--- src/rtl/cpu_run_monitor.sv ---
// rtl/cpu_run_monitor.sv - run-control and register-dump engine for the single-cycle CPU
//
// Steps the CPU via cpu_en_o for end_count_i enabled cycles (0 = unlimited) or
// until halt_i, then reads r0..r(NUM_REGS-1) through the register-file read
// port and streams them out over a valid/ready interface.
//
// Ports:
//   clk_i, rst_i      clock, synchronous active-high reset
//   start_i           begin a run from IDLE or DONE
//   end_count_i       run length in enabled cycles, sampled with start_i
//   halt_i            CPU halt indication during RUN
//   cpu_en_o          CPU step enable (RUN only)
//   rf_raddr_o        register-file read address (0 outside DUMP_RD)
//   rf_rdata_i        register-file read data, combinational from rf_raddr_o
//   dump_valid_o      dump word valid
//   dump_ready_i      consumer ready
//   dump_idx_o        register index of current dump word
//   dump_data_o       register value
//   dump_last_o       final dump word marker
//   done_o            run and dump complete
//   cycle_count_o     enabled cycles executed in the current/last run
//   halted_o          last run ended by halt_i rather than by count

module cpu_run_monitor #(
  parameter int DATA_W   = 32,
  parameter int ADDR_W   = 5,
  parameter int NUM_REGS = 12,
  parameter int CNT_W    = 16
) (
  input  logic              clk_i,
  input  logic              rst_i,
  input  logic              start_i,
  input  logic [CNT_W-1:0]  end_count_i,
  input  logic              halt_i,
  output logic              cpu_en_o,
  output logic [ADDR_W-1:0] rf_raddr_o,
  input  logic [DATA_W-1:0] rf_rdata_i,
  output logic              dump_valid_o,
  input  logic              dump_ready_i,
  output logic [ADDR_W-1:0] dump_idx_o,
  output logic [DATA_W-1:0] dump_data_o,
  output logic              dump_last_o,
  output logic              done_o,
  output logic [CNT_W-1:0]  cycle_count_o,
  output logic              halted_o
);

  localparam logic [ADDR_W-1:0] LAST_IDX = ADDR_W'(NUM_REGS - 1);

  typedef enum logic [2:0] {
    S_IDLE,
    S_RUN,
    S_DUMP_RD,
    S_DUMP_OUT,
    S_DONE
  } state_t;

  state_t              r_state;
  logic [CNT_W-1:0]    r_end;
  logic [CNT_W-1:0]    r_cnt;
  logic                r_halted;
  logic [ADDR_W-1:0]   r_idx;
  logic [ADDR_W-1:0]   r_dump_idx;
  logic [DATA_W-1:0]   r_dump_data;

  logic [CNT_W:0]      w_cnt_inc;
  logic                w_cnt_max;
  logic                w_end_hit;
  logic                w_is_last;

  // One extra bit so the end-count compare cannot alias when r_cnt is all ones.
  assign w_cnt_inc = {1'b0, r_cnt} + (CNT_W + 1)'(1);
  assign w_cnt_max = &r_cnt;
  assign w_end_hit = (r_end != '0) && (w_cnt_inc == {1'b0, r_end});
  assign w_is_last = (r_dump_idx == LAST_IDX);

  assign cpu_en_o      = (r_state == S_RUN);
  assign rf_raddr_o    = (r_state == S_DUMP_RD) ? r_idx : '0;
  assign dump_valid_o  = (r_state == S_DUMP_OUT);
  assign dump_idx_o    = r_dump_idx;
  assign dump_data_o   = r_dump_data;
  assign dump_last_o   = (r_state == S_DUMP_OUT) && w_is_last;
  assign done_o        = (r_state == S_DONE);
  assign cycle_count_o = r_cnt;
  assign halted_o      = r_halted;

  always_ff @(posedge clk_i) begin
    if (rst_i) begin
      r_state     <= S_IDLE;
      r_end       <= '0;
      r_cnt       <= '0;
      r_halted    <= 1'b0;
      r_idx       <= '0;
      r_dump_idx  <= '0;
      r_dump_data <= '0;
    end else begin
      case (r_state)
        S_IDLE, S_DONE: begin
          if (start_i) begin
            r_state  <= S_RUN;
            r_end    <= end_count_i;
            r_cnt    <= '0;
            r_halted <= 1'b0;
          end
        end

        S_RUN: begin
          // The exiting cycle is still an enabled cycle, so it is counted.
          if (!w_cnt_max) begin
            r_cnt <= r_cnt + CNT_W'(1);
          end
          if (halt_i || w_end_hit) begin
            r_state  <= S_DUMP_RD;
            r_idx    <= '0;
            r_halted <= halt_i;
          end
        end

        S_DUMP_RD: begin
          r_dump_data <= rf_rdata_i;
          r_dump_idx  <= r_idx;
          r_state     <= S_DUMP_OUT;
        end

        S_DUMP_OUT: begin
          if (dump_ready_i) begin
            if (w_is_last) begin
              r_state <= S_DONE;
            end else begin
              r_idx   <= r_idx + ADDR_W'(1);
              r_state <= S_DUMP_RD;
            end
          end
        end

        default: r_state <= S_IDLE;
      endcase
    end
  end

endmodule
--- config.mk ---
export PLATFORM = sky130hd
export DESIGN_NAME = cpu_run_monitor
export DESIGN_NICKNAME = d
export VERILOG_FILES = /design/src/rtl/cpu_run_monitor.sv
export SDC_FILE = /design/constraint.sdc
export NUM_CORES = 1
export LEC_CHECK = 0
export CAP_MARGIN = 10
export CORE_MARGIN = 1
export CORE_UTILIZATION = 45
export CTS_CLUSTER_DIAMETER = 50
export DETAILED_ROUTE_END_ITERATION = 16
export PLACE_DENSITY = 0.83
export SLEW_MARGIN = 20
export SYNTH_ARGS = -nofsm -noshare
export SYNTH_HDL_FRONTEND = slang
export SYNTH_SLANG_ARGS = --single-unit
--- constraint.sdc ---
create_clock -name clk_i -period 5.45 [get_ports clk_i]
set_input_delay 0.545 -clock clk_i [delete_from_list [all_inputs] [get_ports clk_i]]
set_output_delay 0.545 -clock clk_i [all_outputs]
set_load 0.05 [all_outputs]
## Word-level counts from Yosys, hierarchy flattened

Cells that the tools add are included.

- Add/subtract/negate cells: 3
- Eq/ne operators: 11
- Mux-type cells: 16
- Reductions and logical operators: 14

Operators with widths:

| cell | number |
|---|---|
| $mux W16 | 2 |
| $pmux W16 S2 | 1 |
| $mux W5 | 4 |
| $add A16 B1 Y17 const B | 1 |
| $eq A17 B16 Y1 | 1 |
| $add A16 B1 Y16 const B | 1 |
| $reduce_and A16 Y1 | 1 |
| $reduce_bool A16 Y1 | 1 |
| $mux W3 | 4 |
| $pmux W3 S4 | 1 |
| $pmux W5 S2 | 1 |
| $reduce_and A3 Y1 | 3 |
| $eq A3 B2 Y1 const B | 2 |
| $ne A2 B2 Y1 const B | 3 |
| $add A5 B1 Y5 const B | 1 |
| $eq A5 B4 Y1 const B | 1 |
| $ne A2 B1 Y1 const B | 2 |
| $reduce_and A4 Y1 | 1 |
| $reduce_bool A2 Y1 | 2 |
| $eq A3 B1 Y1 const B | 1 |
| $eq A3 B3 Y1 const B | 1 |
| $logic_not A3 Y1 | 1 |
| $logic_and A1 B1 Y1 | 2 |
| $mux W1 | 2 |
| other kinds (4) | 4 |

- Register bits after elaboration: 78
- Output and inout bits: 63
- Logic and storage cells: 51

## Longest topological paths before layout

Gate-level depths: netlist of the first run.

- Word-level depth: 6
- Gate-level depth with buffers: 11
- Depth with buffers taken out: 8

## Worst setup path after synthesis of the first run

No wires, ideal clock.

- Path kind: flip-flop to flip-flop
- Start point: register r_cnt[0], in the netlist cycle_count_o[0]
- End point: register r_state[2]
- Library setup time: 123 ps
- Arrival time: 2,718 ps
- Data required time: 5,327 ps
- Setup slack: 2,609 ps
- Stages on the path, launching flop included: 9
- Path through: dfxtp_1 -> ha_1 -> nand3_2 -> or4_1 -> a221oi_2 -> a2bb2oi_2 -> nand4_1 -> a21oi_1 -> mux2_1

- Longest elaborated chain between the ends: 6

RTL lines:

| what | RTL line | text |
|---|---|---|
| from (decl) | 60 | `logic [CNT_W-1:0] r_cnt;` |
| from (signal assigned) | 110 | `r_cnt <= r_cnt + CNT_W'(1);` |
| $add A16 B1 Y17 | 72 | `assign w_cnt_inc = {1'b0, r_cnt} + (CNT_W + 1)'(1);` |
| $eq A17 B16 Y1 | 74 | `assign w_end_hit = (r_end != '0) && (w_cnt_inc == {1'b0, r_end});` |
| $logic_and A1 B1 Y1 | 74 |  |
| $logic_or A1 B1 Y1 | 112 | `if (halt_i \|\| w_end_hit) begin` |
| $ne A2 B1 Y1 (no source line) | - |  |
| $reduce_and A3 Y1 (no source line) | - |  |
| to (signal assigned) | 89 | `r_state <= S_IDLE;` |
| to (signal assigned) | 113 | `r_state <= S_DUMP_RD;` |
| to (signal assigned) | 122 | `r_state <= S_DUMP_OUT;` |
| to (decl) | 58 | `state_t r_state;` |

No other way between the ends.
A chain may end at the register's enable or synchronous reset.

## Worst setup path after layout of the first run

- Start point: register r_state[0]
- End point: output port cpu_en_o

- Longest elaborated chain between the ends: 1

RTL lines:

| what | RTL line | text |
|---|---|---|
| from (signal assigned) | 89 |  |
| from (signal assigned) | 100 | `r_state <= S_RUN;` |
| from (signal assigned) | 113 |  |
| $eq A3 B1 Y1 | 77 | `assign cpu_en_o = (r_state == S_RUN);` |
| to (decl) | 35 | `output logic cpu_en_o,` |

No other way between the ends.

==> results of run 1 <==
==> critical path: stages, from the launching register on <==
cell and delay [ps]:
dfxtp_1 470, nor2b_1 270, nand2b_1 430, inv_2 310, clkdlybuf4s50_1 850
==> state kept, by name, indices dropped and copies added, names as in the netlist <==
| signal | cells |
|---|---|
| r_end | 16 |
| r_idx | 5 |
| dump_idx_o | 5 |
| dump_data_o | 32 |
| cycle_count_o | 16 |
| halted_o | 1 |
| r_state | 3 |
==> where the power goes <==
part / internal [mW] / total, mW / leakage (nW) / switching [mW]
clock: 0.216 / 0.439 / 0.0984 / 0.223
sequential: 0.601 / 0.630 / 0.634 / 0.0288
combinational: 0.126 / 0.332 / 1.10 / 0.206
==> per-layer routing <==
metal,GRT usage,routed length [um],vias up
li1,-,-,1933
met1,0.310,4540,1783
met2,0.375,5000,139
met3,0.0395,623,20
met4,0.114,235,0
met5,0,0,-
==> worst max-delay path by stage <==
stage          cells past startpoint  slack, ps             to
2_1_floorplan                      8       2610     r_state[2]
3_3_place_gp                       4       2360  rf_raddr_o[3]
3_5_place_dp                       4       2620       cpu_en_o
4_1_cts                            4       2230       cpu_en_o
5_1_grt                            4       2040       cpu_en_o
6_report                           4       2230       cpu_en_o
==> cell families (layout without fill, tap and decap cells) <==
family                   Yosys count  in the layout
AND/OR/NAND/NOR                  238            238
AO/OA/AOI/OAI                    123            123
flip-flops                        78             78
buffers and inverters             47            145
XOR/XNOR                          19             19
adder cells (fa/ha/maj)            2              2
multiplexers                       2              2
==> cell usage after synthesis, drive strengths merged (4+ instances only) <==
library cell / count / area (sq um)
nor2: 27 / 109
or3: 9 / 56.3
a21oi: 77 / 385
nor4: 8 / 71.3
nand2: 122 / 458
nor2b: 5 / 31.3
and3: 6 / 37.5
or2: 4 / 25.0
nand4: 9 / 68.8
nand3: 13 / 75.1
xor2: 6 / 52.6
nand3b: 4 / 30.0
o21ai: 20 / 100
clkbuf: 21 / 81.3
inv: 13 / 48.8
a31oi: 6 / 37.5
buf: 13 / 80.1
nor3: 11 / 60.1
and2: 5 / 31.3
nand2b: 5 / 31.3
xnor2: 13 / 114
dfxtp: 78 / 1560
==> per-stage QoR <==
stage	instance area [sq um]	total power, mW
after global placement	4980	0.964
after floorplan	3860	0.864
after detailed placement	4980	0.973
final	5190	1.40
after global routing	5190	1.46
after CTS	5180	1.41
==> final cells by class <==
type | count | share of cell area
inverters | 13 | 0.00941
well taps | 105 | 0.0253
flip-flops and latches | 78 | 0.301
multi-input cells | 384 | 0.403
clock inverters | 6 | 0.0138
clock buffers | 10 | 0.0246
repair buffers | 116 | 0.222
==> summary.txt, run 1 <==
Outcome
  – Status: finished clean

GRT
  – Antenna violations before repair: 0
  – Remaining global-route overflow: 0
  – Largest net degree at the start of global routing: 80
  – GRT Util Overall: 0.236
  – First-pass GRT wire length: 16800 um
  – Vias in the first global route: 3638

Synthesis
  – Yosys cell types: 58
  – Sequential-to-total area share from yosys stat: 0.405
  – Post-Synth XOR/XNOR Area: 0.0431
  – Synth Area in Adders: 0.00648
  – Synthesized area: 3860 sq um
  – Yosys reg bits: 78
  – Ys Warns: 0
  – Post-synth EDFFs: 0
  – Compound-Gate Fraction of Synth Area: 0.184
  – Top FF cell, synth: dfxtp_1
  – Syn avg cell area: 7.58 sq um
  – FFs w/ async S/R, synth: 0
  – Post-synthesis mux area share: 0.00551
  – Synth Area in Simple Gates: 0.302
  – Syn nets: 564
  – Cells after Synth: 509
  – Largest family of logic cells by synthesized area: simple AND/OR/NAND/NOR gates

Clocking
  – Root Buffer: clkbuf_8
  – CTS clock-pin slew for the worst setup and hold paths: 90 ps
  – Post-CTS Resized: 0
  – Clk buf depth: 2
  – H-tree depth reported by CTS: 3
  – Post-CTS Setup Repair Bufs: 0
  – CTS tree: done
  – CTS Hold Bufs: 0
  – Total CTS buffers: 9
  – Clk_lat worst skew: 350 ps
  – Sink Count: 78

Finish
  – Non-Filler Instances: 712
  – Area grow syn2layout: 34.4%
  – Most frequent cells in the layout: nand2_1, clkdlybuf4s50_1, dfxtp_1, a21oi_1, nor2_1
  – Ant. Diodes: 0
  – Area taken by multi-input logic gates: 2090 sq um
  – Most common cell after layout, fill and taps aside: nand2_1
  – Fillers: 735
  – Layout cells sized above 1: 0.0560
  – Fin nets: 657
  – Register Area: 1560 sq um
  – Core Util, Final: 0.628

Floorplanning
  – Die Span Y: 94.6 um
  – Die width: 94.6 um
  – Core footprint: 8260 sq um
  – Rows: 33
  – Initial Util: 0.467
  – IO Pins: 116
  – Die Area: 8950 sq um

Setup path
  – CP Launch Type: flop
  – Reg2reg path depth: 8
  – FF-to-FF End: cycle_count_o[14]
  – WP data arrival: 2670 ps
  – WS Path Type: flop to output port
  – Worst setup EP type: output port
  – CP max FO: 19
  – Setup crit start: r_state[0]
  – Reg-to-reg slack, setup: 2590 ps
  – FF-to-FF Start: cycle_count_o[0]
  – Worst EP required: 4910 ps

Detailed routing
  – DRC Markers: 0
  – 1st-pass router iterations: 5
  – Via Count: 3875
  – 1st-iter DRT viols: 241
  – Antenna Nets Post-Route: 0
  – Routed WL: 10400 um
  – Routed WL per cell: 14.6 um
  – Via density: 5.44

Timing
  – Clk_skew: 8.44 ps
  – Worst hold slack: 458 ps
  – Final worst slack: 2230 ps
  – Total negative slack: 0 ps
  – RSZ-0062 raised after global routing: false
  – Fmax: 311 MHz
  – Slew @ Worst Pin: 826 ps
  – Period utilization: 0.591
  – Fin. Hold Viols: 0
  – Relative slew slack: 0.449
  – Post-layout minimum cycle time: 3220 ps
  – Max-slew violations: 0
  – Final setup violation count: 0

Place
  – Dpl hpwl: 7550 um
  – Cells after DPL: 696
  – GPL Wtd Cong: 0.939
  – Setup WS pre-CTS: 2620 ps
  – Port-buffer cells: 115

Pwr
  – Peak VDD IR: 0.197 mV
  – Power Density: 270 nW/um^2
  – Leakage: 1.83 nW

Worst hold path
  – Hold path start: dump_data_o[28]
  – Hold worst-path end: dump_data_o[28]
  – Hold Crit Class: flop to flop
  – Hold depth: 2

Run
  – Maxcap violations: 0
(Power assumes the default switching activity.)
==> run 2: changes to the inputs <==
==> constraint.sdc (replaced) <==
create_clock -name clk_i -period 3.1 [get_ports clk_i]
set_input_delay 0.31 -clock clk_i [delete_from_list [all_inputs] [get_ports clk_i]]
set_output_delay 0.31 -clock clk_i [all_outputs]
set_load 0.05 [all_outputs]
==> run 2 against run 1 <==
Compared with the run above: via count grew 0.67%; highest routed layer unchanged; setup slack lost 2000 ps; first-iteration DRC count shrank 14%; largest cell class unchanged; non-clock buffer count grew 4; worst hold slack lost 1.7 ps.
==> summary.txt, run 2 (same netlist as run 1, synthesis figures left out) <==
Outcome
  – Status: finished clean

GRT
  – Antenna violations before repair: 0
  – Met3 GRT Util: 0.0403
  – GR Util met2: 0.368
  – Top Usage Layer GRT: met2
  – Met1 Use GR: 0.327
  – Largest net degree at the start of global routing: 43
  – Remaining global-route overflow: 0
  – GRT Util Overall: 0.241
  – Vias in the first global route: 3487
  – First-pass GRT wire length: 16900 um

Timing
  – Fmax: 348 MHz
  – Max-slew violations: 0
  – Fin. Hold Viols: 0
  – Slew @ Worst Pin: 757 ps
  – Relative slew slack: 0.495
  – Clk_skew: 8.14 ps
  – Worst hold slack: 456 ps
  – Period utilization: 0.928
  – Post-layout minimum cycle time: 2880 ps
  – RSZ-0062 raised after global routing: false
  – Final worst slack: 223 ps
  – Final setup violation count: 0
  – Total negative slack: 0 ps

Pwr
  – Sw power: 0.824 mW
  – Flop pwr share: 0.444
  – Leakage: 1.87 nW
  – Combinational share of power: 0.237
  – Switching Fraction: 0.330
  – Pint: 1.67 mW
  – Power Density: 479 nW/um^2
  – Peak VDD IR: 0.354 mV
  – Power share of the clock group: 0.319

Detailed routing
  – Routed WL per cell: 14.7 um
  – Via Count: 3901
  – DRC Markers: 0
  – Via density: 5.45
  – Antenna Nets Post-Route: 0
  – 1st-iter DRT viols: 208
  – Routed WL: 10500 um
  – 1st-pass router iterations: 4

Finish
  – Fin nets: 661
  – Max reg flops: 32
  – Most common cell after layout, fill and taps aside: nand2_1
  – Area grow syn2layout: 34.8%
  – Most frequent cells in the layout: nand2_1, clkdlybuf4s50_1, dfxtp_1, a21oi_1, nor2_1
  – Ant. Diodes: 0
  – Layout cells sized above 1: 0.0687
  – Fillers: 711
  – Core Util, Final: 0.630

Worst hold path
  – Hold Crit Class: flop to flop

Clocking
  – Clk_lat worst skew: 360 ps
  – Root Buffer: clkbuf_8
  – CTS Hold Bufs: 0
  – Post-CTS Setup Repair Bufs: 0
  – H-tree depth reported by CTS: 3
  – Clk buf depth: 2
  – CTS clock-pin slew for the worst setup and hold paths: 80 ps
  – Sink Count: 78
  – Post-CTS Resized: 0
  – Total CTS buffers: 9
  – CTS tree: done

Floorplanning
  – Initial Util: 0.467
  – Die Area: 8950 sq um
  – IO Pins: 116
  – Rows: 33
  – Die width: 94.6 um
  – Core footprint: 8260 sq um
  – Die Span Y: 94.6 um

Run
  – Maxcap violations: 0

Setup path
  – Worst EP required: 3360 ps
  – WS Path Type: flop to flop
  – WP data arrival: 3140 ps
  – CP Launch Type: flop
  – Worst setup EP type: flop
  – CP max FO: 15
  – Reg-to-reg slack, setup: 220 ps

Place
  – Dpl hpwl: 7650 um
  – Port-buffer cells: 115
  – Setup WS pre-CTS: 343 ps
  – GPL Wtd Cong: 0.888
-- run 2: cell count changes in the layout (fill, tap and decap cells not counted), moves of 2 or more --
cell	before	now
clkdlybuf4s50_1	114	109
clkinv_4	2	0
inv_6	0	3
buf_4	1	10
-- run 2: metrics by stage --
| step | instance area [sq um] | cells | power [mW] |
|---|---|---|---|
| final | 5200 | 716 | 2.50 |
| after CTS | 5200 | 716 | 2.51 |
| after global routing | 5200 | 716 | 2.62 |
| after detailed placement | 5000 | 700 | 1.72 |
| after floorplan | 3860 | 509 | 1.52 |
| after global placement | 5000 | 700 | 1.71 |
-- run 2: final timing paths --
| path | start | endpoint | depth (start not counted) |
|---|---|---|---|
| max | cycle_count_o[0] | cycle_count_o[14] | 8 |
| max reg2reg | cycle_count_o[0] | cycle_count_o[14] | 8 |
| min | dump_data_o[12] | dump_data_o[12] | 2 |
| min reg2reg | dump_data_o[12] | dump_data_o[12] | 2 |
-- run 2: per-layer routing --
layer | wire length, um | vias to the layer above
met2 | 5000 | 117
met1 | 4750 | 1818
met5 | 0 | -
met3 | 555 | 17
li1 | - | 1949
met4 | 212 | 0
-- run 2: layout make-up --
cell class | count | area (sq um) | share of cell area
Inverter | 13 | 48.8 | 0.00938
Timing Repair Buffer | 120 | 1170 | 0.225
Clock buffer | 9 | 124 | 0.0238
Clock inverter | 7 | 80.1 | 0.0154
Multi-Input combinational cell | 384 | 2090 | 0.401
Sequential cell | 78 | 1560 | 0.300
Tap cell | 105 | 131 | 0.0252
-- run 2: worst max-delay path, cell delays in order (launching register included) --
cell,delay (ps)
dfxtp_1,490
ha_1,330
nand3_2,180
or3_1,480
or2_0,240
o21a_1,330
nor2_4,350
a21oi_1,80
a211oi_1,290
-- run 2: power groups by stage --
stage                     registers [mW]  clock network, mW  logic (mW)
after CTS                           1.11              0.810       0.590
after floorplan                     1.23                  0       0.289
after global placement              1.13                  0       0.579
after detailed placement            1.13                  0       0.588
final                               1.11              0.796       0.591
after global routing                1.12              0.861       0.638
